### src/rtl/matrix_alu_pkg.sv
// Shared definitions for the matrix ALU and the blocks that drive its
// register bus: register offsets, opcodes, the packed 4x4 matrix type and
// the command sequencer state encoding.
package matrix_alu_pkg;

  // ALU register offsets, carried in address[7:0]
  localparam logic [7:0] AluStatusIn  = 8'h00;
  localparam logic [7:0] AluStatusOut = 8'h01;
  localparam logic [7:0] ALU_Source1  = 8'h02;
  localparam logic [7:0] ALU_Source2  = 8'h03;
  localparam logic [7:0] ALU_Result   = 8'h04;
  localparam logic [7:0] Overflow_err = 8'h05;

  // ALU operation codes
  localparam logic [7:0] MMult1     = 8'h00;
  localparam logic [7:0] MMult2     = 8'h01;
  localparam logic [7:0] MMult3     = 8'h02;
  localparam logic [7:0] Madd       = 8'h03;
  localparam logic [7:0] Msub       = 8'h04;
  localparam logic [7:0] Mtranspose = 8'h05;
  localparam logic [7:0] MScale     = 8'h06;
  localparam logic [7:0] MScaleImm  = 8'h07;

  // 4x4 matrix of 16-bit elements, row-major: element [r][c]
  typedef logic [3:0][3:0][15:0] mat4x4_t;

  typedef enum logic [2:0] {
    S_IDLE,
    S_WR_SRC1,
    S_WR_SRC2,
    S_GO,
    S_POLL,
    S_RD_RES,
    S_RESP
  } seq_state_e;

endpackage

### src/rtl/matrix_alu_sequencer.sv
// Command sequencer for the matrix ALU. Accepts one operation on the cmd
// valid/ready interface, runs the fixed bus sequence Source1 write,
// Source2 write, StatusIn go, StatusOut poll, Result read, and returns the
// result on the rsp valid/ready interface. One operation in flight.
//
// Ports:
//   Clk, nReset          clock (rising edge), async active-low reset
//   cmd_valid/cmd_ready  command handshake; cmd_opcode, cmd_src1, cmd_src2
//   rsp_valid/rsp_ready  response handshake; rsp_data, rsp_timeout, rsp_bad_op
//   busy                 high whenever not idle
//   address, nRead, nWrite, ExeDataOut   registered ALU bus outputs
//   MatrixDataOut        ALU read data, sampled at the end of the read cycle
module matrix_alu_sequencer
  import matrix_alu_pkg::*;
#(
  parameter logic [3:0]  ALU_EN         = 4'h3,
  parameter int unsigned TIMEOUT_CYCLES = 16,
  parameter int unsigned NUM_OPS        = 8
) (
  input  logic         Clk,
  input  logic         nReset,
  input  logic         cmd_valid,
  output logic         cmd_ready,
  input  logic [7:0]   cmd_opcode,
  input  logic [255:0] cmd_src1,
  input  logic [255:0] cmd_src2,
  output logic         rsp_valid,
  input  logic         rsp_ready,
  output logic [255:0] rsp_data,
  output logic         rsp_timeout,
  output logic         rsp_bad_op,
  output logic         busy,
  output logic [15:0]  address,
  output logic         nRead,
  output logic         nWrite,
  output logic [255:0] ExeDataOut,
  input  logic [255:0] MatrixDataOut
);

  localparam int unsigned      CNT_W    = $clog2(TIMEOUT_CYCLES) + 1;
  localparam logic [CNT_W-1:0] CNT_LAST = CNT_W'(TIMEOUT_CYCLES - 1);
  localparam logic [8:0]       OP_LIMIT = 9'(NUM_OPS);

  seq_state_e         state_q, state_d;
  logic [CNT_W-1:0]   cnt_q, cnt_d;
  logic [7:0]         op_q, op_d;
  logic [255:0]       src1_q, src1_d;
  logic [255:0]       src2_q, src2_d;
  logic [255:0]       rsp_data_q, rsp_data_d;
  logic               rsp_timeout_q, rsp_timeout_d;
  logic               rsp_bad_op_q, rsp_bad_op_d;
  logic               cmd_ready_q, cmd_ready_d;
  logic               rsp_valid_q, rsp_valid_d;
  logic               busy_q, busy_d;
  logic [15:0]        addr_q, addr_d;
  logic               nread_q, nread_d;
  logic               nwrite_q, nwrite_d;
  logic [255:0]       exe_q, exe_d;

  // Sequencing and response capture
  always_comb begin
    state_d       = state_q;
    cnt_d         = cnt_q;
    op_d          = op_q;
    src1_d        = src1_q;
    src2_d        = src2_q;
    rsp_data_d    = rsp_data_q;
    rsp_timeout_d = rsp_timeout_q;
    rsp_bad_op_d  = rsp_bad_op_q;
    unique case (state_q)
      S_IDLE: begin
        if (cmd_valid) begin
          op_d          = cmd_opcode;
          src1_d        = cmd_src1;
          src2_d        = cmd_src2;
          // Cleared here so timeout and bad-op responses report zero data
          rsp_data_d    = '0;
          rsp_timeout_d = 1'b0;
          if ({1'b0, cmd_opcode} >= OP_LIMIT) begin
            rsp_bad_op_d = 1'b1;
            state_d      = S_RESP;
          end else begin
            rsp_bad_op_d = 1'b0;
            state_d      = S_WR_SRC1;
          end
        end
      end
      S_WR_SRC1: state_d = S_WR_SRC2;
      S_WR_SRC2: state_d = S_GO;
      S_GO: begin
        cnt_d   = '0;
        state_d = S_POLL;
      end
      S_POLL: begin
        // Done has priority, so a ready flag on the last poll still succeeds
        if (MatrixDataOut[0]) begin
          state_d = S_RD_RES;
        end else if (cnt_q == CNT_LAST) begin
          rsp_timeout_d = 1'b1;
          state_d       = S_RESP;
        end else begin
          cnt_d = cnt_q + CNT_W'(1);
        end
      end
      S_RD_RES: begin
        rsp_data_d = MatrixDataOut;
        state_d    = S_RESP;
      end
      S_RESP: begin
        if (rsp_ready) begin
          rsp_timeout_d = 1'b0;
          rsp_bad_op_d  = 1'b0;
          state_d       = S_IDLE;
        end
      end
      default: state_d = S_IDLE;
    endcase
  end

  // Bus-cycle encoder: decoded from the next state so the registered bus
  // outputs line up with the state they belong to.
  always_comb begin
    addr_d      = '0;
    nread_d     = 1'b1;
    nwrite_d    = 1'b1;
    exe_d       = '0;
    cmd_ready_d = (state_d == S_IDLE);
    busy_d      = (state_d != S_IDLE);
    rsp_valid_d = (state_d == S_RESP);
    unique case (state_d)
      S_WR_SRC1: begin
        addr_d   = {ALU_EN, 4'h0, ALU_Source1};
        nwrite_d = 1'b0;
        exe_d    = src1_d;
      end
      S_WR_SRC2: begin
        addr_d   = {ALU_EN, 4'h0, ALU_Source2};
        nwrite_d = 1'b0;
        exe_d    = src2_d;
      end
      S_GO: begin
        addr_d = {ALU_EN, 4'h0, AluStatusIn};
        exe_d  = {248'h0, op_d};
      end
      S_POLL: begin
        addr_d  = {ALU_EN, 4'h0, AluStatusOut};
        nread_d = 1'b0;
      end
      S_RD_RES: begin
        addr_d  = {ALU_EN, 4'h0, ALU_Result};
        nread_d = 1'b0;
      end
      default: ;
    endcase
  end

  always_ff @(posedge Clk or negedge nReset) begin
    if (!nReset) begin
      state_q       <= S_IDLE;
      cnt_q         <= '0;
      op_q          <= '0;
      src1_q        <= '0;
      src2_q        <= '0;
      rsp_data_q    <= '0;
      rsp_timeout_q <= 1'b0;
      rsp_bad_op_q  <= 1'b0;
      cmd_ready_q   <= 1'b1;
      rsp_valid_q   <= 1'b0;
      busy_q        <= 1'b0;
      addr_q        <= '0;
      nread_q       <= 1'b1;
      nwrite_q      <= 1'b1;
      exe_q         <= '0;
    end else begin
      state_q       <= state_d;
      cnt_q         <= cnt_d;
      op_q          <= op_d;
      src1_q        <= src1_d;
      src2_q        <= src2_d;
      rsp_data_q    <= rsp_data_d;
      rsp_timeout_q <= rsp_timeout_d;
      rsp_bad_op_q  <= rsp_bad_op_d;
      cmd_ready_q   <= cmd_ready_d;
      rsp_valid_q   <= rsp_valid_d;
      busy_q        <= busy_d;
      addr_q        <= addr_d;
      nread_q       <= nread_d;
      nwrite_q      <= nwrite_d;
      exe_q         <= exe_d;
    end
  end

  assign cmd_ready   = cmd_ready_q;
  assign rsp_valid   = rsp_valid_q;
  assign rsp_data    = rsp_data_q;
  assign rsp_timeout = rsp_timeout_q;
  assign rsp_bad_op  = rsp_bad_op_q;
  assign busy        = busy_q;
  assign address     = addr_q;
  assign nRead       = nread_q;
  assign nWrite      = nwrite_q;
  assign ExeDataOut  = exe_q;

endmodule

### config.mk
export PLATFORM = sky130hd
export DESIGN_NAME = matrix_alu_sequencer
export DESIGN_NICKNAME = d
export VERILOG_FILES = /design/src/rtl/matrix_alu_pkg.sv /design/src/rtl/matrix_alu_sequencer.sv
export SDC_FILE = /design/constraint.sdc
export NUM_CORES = 2
export LEC_CHECK = 0
export CAP_MARGIN = 30
export CORE_AREA = 3 3 517 519
export DETAILED_ROUTE_END_ITERATION = 7
export DIE_AREA = 0 0 520 522
export PLACE_DENSITY_LB_ADDON = 0.3
export SLEW_MARGIN = 20
export SYNTH_ARGS = -nofsm -noshare
export SYNTH_HDL_FRONTEND = slang
export SYNTH_SLANG_ARGS = --single-unit
### constraint.sdc
create_clock -name Clk -period 3.2 [get_ports Clk]
set_input_delay 0.48 -clock Clk [delete_from_list [all_inputs] [get_ports Clk]]
set_output_delay 0.48 -clock Clk [all_outputs]
set_load 0.02 [all_outputs]
* Word level (Yosys, flattened, before mapping)
Index checks and enable logic that the tools add are counted.
Operators by class: mux-type cells 29, eq/ne operators 18, bitwise operators 0, $mul 0, $add $sub $neg 1, div/mod/pow operators 0, reductions and logical operators 13, $lt $le $gt $ge 1, shifts and indexed selects 0
Operator list (number):
- 256-bit 2-to-1 mux | 5
- 256-bit case mux with 3 select lines | 1
- 256-bit case mux with 2 select lines | 1
- 14-bit case mux with 5 select lines | 1
- 3-bit case mux with 7 select lines | 1
- 3-bit equality test, second input constant | 6
- 8-bit 2-to-1 mux | 2
- 3-bit 2-to-1 mux | 5
- 3-bit by 2-bit equality test with 1-bit output, second input constant | 4
- 5-bit 2-to-1 mux | 2
- 2-bit inequality test, second input constant | 5
- 5-bit case mux with 2 select lines | 1
- 8-bit by 4-bit greater-or-equal comparator with 1-bit output, second input constant | 1
- 1-bit 2-to-1 mux | 8
- 3-bit by 1-bit equality test with 1-bit output, second input constant | 2
- 3-bit zero test | 2
- 3-bit AND reduction | 2
- 2-bit nonzero test | 3
- 3-bit nonzero test | 2
- 5-bit by 1-bit adder with 5-bit output, second input constant | 1
- 5-bit by 4-bit equality test with 1-bit output, second input constant | 1
- 5-bit AND reduction | 1
- 2-bit OR reduction | 2
- 1-bit case mux with 3 select lines | 1
- other kinds (2) | 2
Storage, ports and cells: ROM bits 0, RAM bits 0, register bits after elaboration 1063, bits in latches 0, logic and storage cells 77, bits of input ports 780, memories kept 0, output and inout bits 535

* Longest topological paths before layout
depth after elaboration 7, mapped depth 6, depth with buffers taken out 6

* Worst setup path after synthesis
Ideal clock, no wire load.
path kind register to register, start reg cnt_q[0], end reg cnt_q[1], arrival time 1626 ps, setup slack 1447 ps, period minus slack after synthesis 1753 ps, library setup time 128 ps, required time 3072 ps, stages on the path, launching flop included 6, buffers on the path 0, path through dfrtp_1 > ha_1 > and3_1 > ha_1 > o31a_1 > mux2_1
On the way: cells in the longest elaborated chain, start to end 4, elaborated cells between the ends (all ways) 7, those cells by class add/sub (1); eq/ne (2); mux (3); reduce/logical (1)
Ends and longest elaborated chain:
- from (decl) | RTL line matrix_alu_sequencer.sv:45 | logic [CNT_W-1:0] cnt_q, cnt_d;
- from (signal assigned) | RTL line matrix_alu_sequencer.sv:176 | cnt_q <= cnt_d;
- 5-bit by 1-bit adder with 5-bit output | RTL line matrix_alu_sequencer.sv:102 | cnt_d = cnt_q + CNT_W'(1);
- 5-bit 2-to-1 mux | RTL line matrix_alu_sequencer.sv:98 | end else if (cnt_q == CNT_LAST) begin
- 5-bit 2-to-1 mux | RTL line matrix_alu_sequencer.sv:96 | if (MatrixDataOut[0]) begin
- 5-bit case mux with 2 select lines | RTL line matrix_alu_sequencer.sv:70 | unique case (state_q)
Parallel ways exist; a longest one is shown, timed or not. The select of a mux whose other input is x is not followed. A chain may end at the register's enable or synchronous reset.

* Worst setup path after layout
start reg rsp_data_q[183] (netlist: rsp_data[183]), end out rsp_data[183]
RTL lines:
- from (decl) | RTL line matrix_alu_sequencer.sv:49 | logic [255:0] rsp_data_q, rsp_data_d;
- from (signal assigned) | RTL line matrix_alu_sequencer.sv:180 | rsp_data_q <= rsp_data_d;
- to (decl) | RTL line matrix_alu_sequencer.sv:29 | output logic [255:0] rsp_data,
No word-level cell between the ends.

==> results.cfg <==
[critical_path]
critical_path_class = reg2out
path_delay_family = buffers and inverters
worstPathRequired_ns = 2.72
crit_buf_inv = 1
slowest_stage = clkdlybuf4s50_1
ff2ff_setup_slack_ns = 0.92
start_kind = flip-flop
crit_chain = clkdlybuf4s50_1
setup.worst_path.end_class = primary output
cpPeakStageDelay_ns = 1.03
cp_max_fo = 2
critPathArrivalTime_ns = 2.10

[synthesis]
synth-simple-area-share_pct = 18.0
synth_cells = 3196
syn-cell-area_mm2 = 0.0306
synth_top_family_by_area = simple AND/OR/NAND/NOR gates
ys_async_sr_fraction_pct = 100
syn_area_per_cell_um2 = 9.56
synth_compound_area_share_pct = 9.91
synth_cell_types = 39
synth-xor-area-share_pct = 0
synth_edf_count = 0
synthMuxAreaShare_pct = 0.139
synth.top_cell.area_share_pct = 64.9
netlist_top_cells_area = dfrtp_1 (65%), nand2_1 (13%), o22ai_1 (5.3%)
yosys.area.top_type = dfrtp_1
synthAdderAreaFrac_pct = 0.0819
synth_commonest_cells = nand2_1 (1073), dfrtp_1 (792), nand3_1 (259), o22ai_1 (259), o21ai_0 (253)
ys.flop_type = dfrtp_1
synth.most_common_cell = nand2_1
synth.yosys.seq_area_share_pct = 65.1
ys_warn_count = 0
ys_ff_latch = 795

[finish]
nets = 5259
fin_area_mm2 = 0.0516
drive_gt1_share_pct = 6.15
fillers = 29000
areaGrowthSynthToFinish_pct = 69.0
multiInputGateArea_mm2 = 0.00869
regArea_mm2 = 0.0199

[placement]
gp_congestion = 0.900
placedInstanceArea_mm2 = 0.0482
io_buffers = 1303
dp_hpwl_mm = 143

[cts]
clk_latency_ns = 0.74
cts_htree_levels = 3
cts_num_sinks = 795
clockBufferDepth = 3
cts-root-buf = clkbuf_16
cts_buffers = 98
cts.clk_slew.worst_paths_ns = 0.06
cts_tree = done

[global_routing]
antenna_found_initial = 79
grt_max_degree = 114
grt-ovfl-total = 0
grt_pass1_wl_mm = 242
track_usage_pct = 12.5
grt_pass1_vias = 29200

[run_status]
outcome = complete, no violations

[routing]
via_per_inst = 3.49
drc = 0
ant_nets = 0
wl_per_cell_um = 22.0
drt_iter0_markers = 1625
first_pass_iters = 5
dr_total_vias = 28200
wl_mm = 178

[timing]
finalMaxSlewViolations = 0
tightest_slew_ns = 0.968
setup_violations = 0
finalHoldViolCount = 0
fin_crit_sh_pct = 80.7
skew_ns = 0.0595
slew_headroom_pct = 35.3
final.setup.tns_ns = 0
min_period_ns = 2.58
fmax_ghz = 0.387
rsz0062_at_grt = no

[floorplanning]
pin_count = 1315
die_h_um = 522
core_mm2 = 0.263
initial_core_util_pct = 11.6
rows = 188
die_area_mm2 = 0.271
die_w_um = 520

[pwr]
powerDensity_mw_per_mm2 = 828
ir_drop_mv = 0.461
p_leak_nw = 22.1

[worst_hold_path]
hp-class = in2reg

[flow_run]
maxCapViolCount = 0
## report_power, final
| part | internal, mW | leakage (nW) | total [mW] | switching [mW] |
|---|---|---|---|---|
| Sequential | 13.5 | 10.4 | 15.2 | 1.68 |
| Clock | 6.72 | 1.62 | 11.6 | 4.87 |
| Combinational | 6.44 | 10.1 | 15.9 | 9.50 |
## stage by stage
step / hold slack [ns] / setup WS, ns / utilization [%] / instances / total power, mW
global placement: 0.464 / 0.466 / 18.4 / 7890 / 31.5
detailed placement: 0.464 / 0.537 / 18.4 / 7891 / 31.6
CTS: 0.137 / 0.413 / 19.6 / 8070 / 43.6
floorplan: 0.184 / 1.45 / - / 3206 / 22.6
global route: 0.179 / 0.373 / 19.7 / 8087 / 45.4
finish: 0.263 / 0.617 / 19.7 / 8100 / 42.8
## state kept, by name, summed over array words and instances (netlist names)
| name | flops |
|---|---|
| state_q | 3 |
| ExeDataOut | 256 |
| busy | 1 |
| nRead | 1 |
| cmd_ready | 1 |
| rsp_bad_op | 1 |
| rsp_timeout | 1 |
| op_q | 8 |
| nWrite | 1 |
| cnt_q | 5 |
| rsp_valid | 1 |
| src2_q | 256 |
| rsp_data | 256 |
| address | 4 |
## area by class of cell
cell class | count | area share, %
Multi-Input combinational cell | 1909 | 16.8
Clock inverter | 33 | 0.998
Inverter | 252 | 1.83
Antenna cell | 30 | 0.145
Clock buffer | 145 | 5.46
Sequential cell | 795 | 38.5
Tap cell | 3515 | 8.52
Timing Repair Buffer | 1421 | 27.7
## worst reg2reg max path: stages (launching register included)
cell and delay (ns):
dfrtp_1 0.58, or4b_4 0.80, buf_12 0.26, buf_12 0.37, nand3_1 0.10, nand2_1 0.07
## cell usage in the layout, fill, tap and decap left out, types with 2 or more instances in the layout
cell             instances
clkbuf_16               98
nor4_1                   2
conb_1                  11
o21ai_0                253
mux2i_1                  2
dfrtp_1                792
ha_1                     2
o22ai_1                259
o21a_1                   3
bufinv_16                7
clkbuf_1                28
and3_1                   3
nor2_1                   4
nand2_1               1072
nand2b_1                 2
mux2_1                   2
buf_12                  29
nand3_1                258
clkdlybuf4s50_1       1299
clkinv_16                5
inv_6                    2
clkinv_4                 3
a21oi_1                  4
diode_2                 30
clkbuf_8                19
clkinvlp_4               2
clkinv_2                12
nand3b_1                 2
nor2b_1                  5
buf_4                   90
dfstp_2                  3
inv_1                  252
a22oi_1                  8
## cell families (layout without fill, tap and decap cells)
kind of cell               Yosys count  after routing
adders and majority gates            2              2
DFF                                795            795
other                                1             41
buffers and inverters              502           1851
AOI/OAI and AO/OA                  532            532
and+or+nand+nor                   1360           1360
muxes                                4              4
## routing by layer
metal | GRT usage (%) | vias to the layer above | part of all wire, %
li1 | - | 12900 | -
met1 | 13.7 | 13700 | 37
met2 | 21.8 | 1275 | 49
met3 | 5.03 | 295 | 9.3
met4 | 4.55 | 58 | 3.7
met5 | 0 | - | 0.22
## path summary, 6_finish.rpt
| check | startpoint | endpoint | depth (start not counted) |
|---|---|---|---|
| max in group asynchronous | nReset | ExeDataOut[140] | 3 |
| worst min register to register | src2_q[161] | ExeDataOut[161] | 2 |
| min in group asynchronous | nReset | rsp_data[245] | 2 |
| worst min-delay path | MatrixDataOut[23] | rsp_data[23] | 3 |
| worst max-delay path | rsp_data[183] | rsp_data[183] | 1 |
| worst max register to register | state_q[0] | rsp_data[246] | 5 |
## repair_timing
item,4_1_cts,5_1_grt
endpoints found under the hold margin,21,0
buffers inserted,0,0
resized for setup,0,0
hold buffers,1,0
Power figures use the tool's default switching activity.
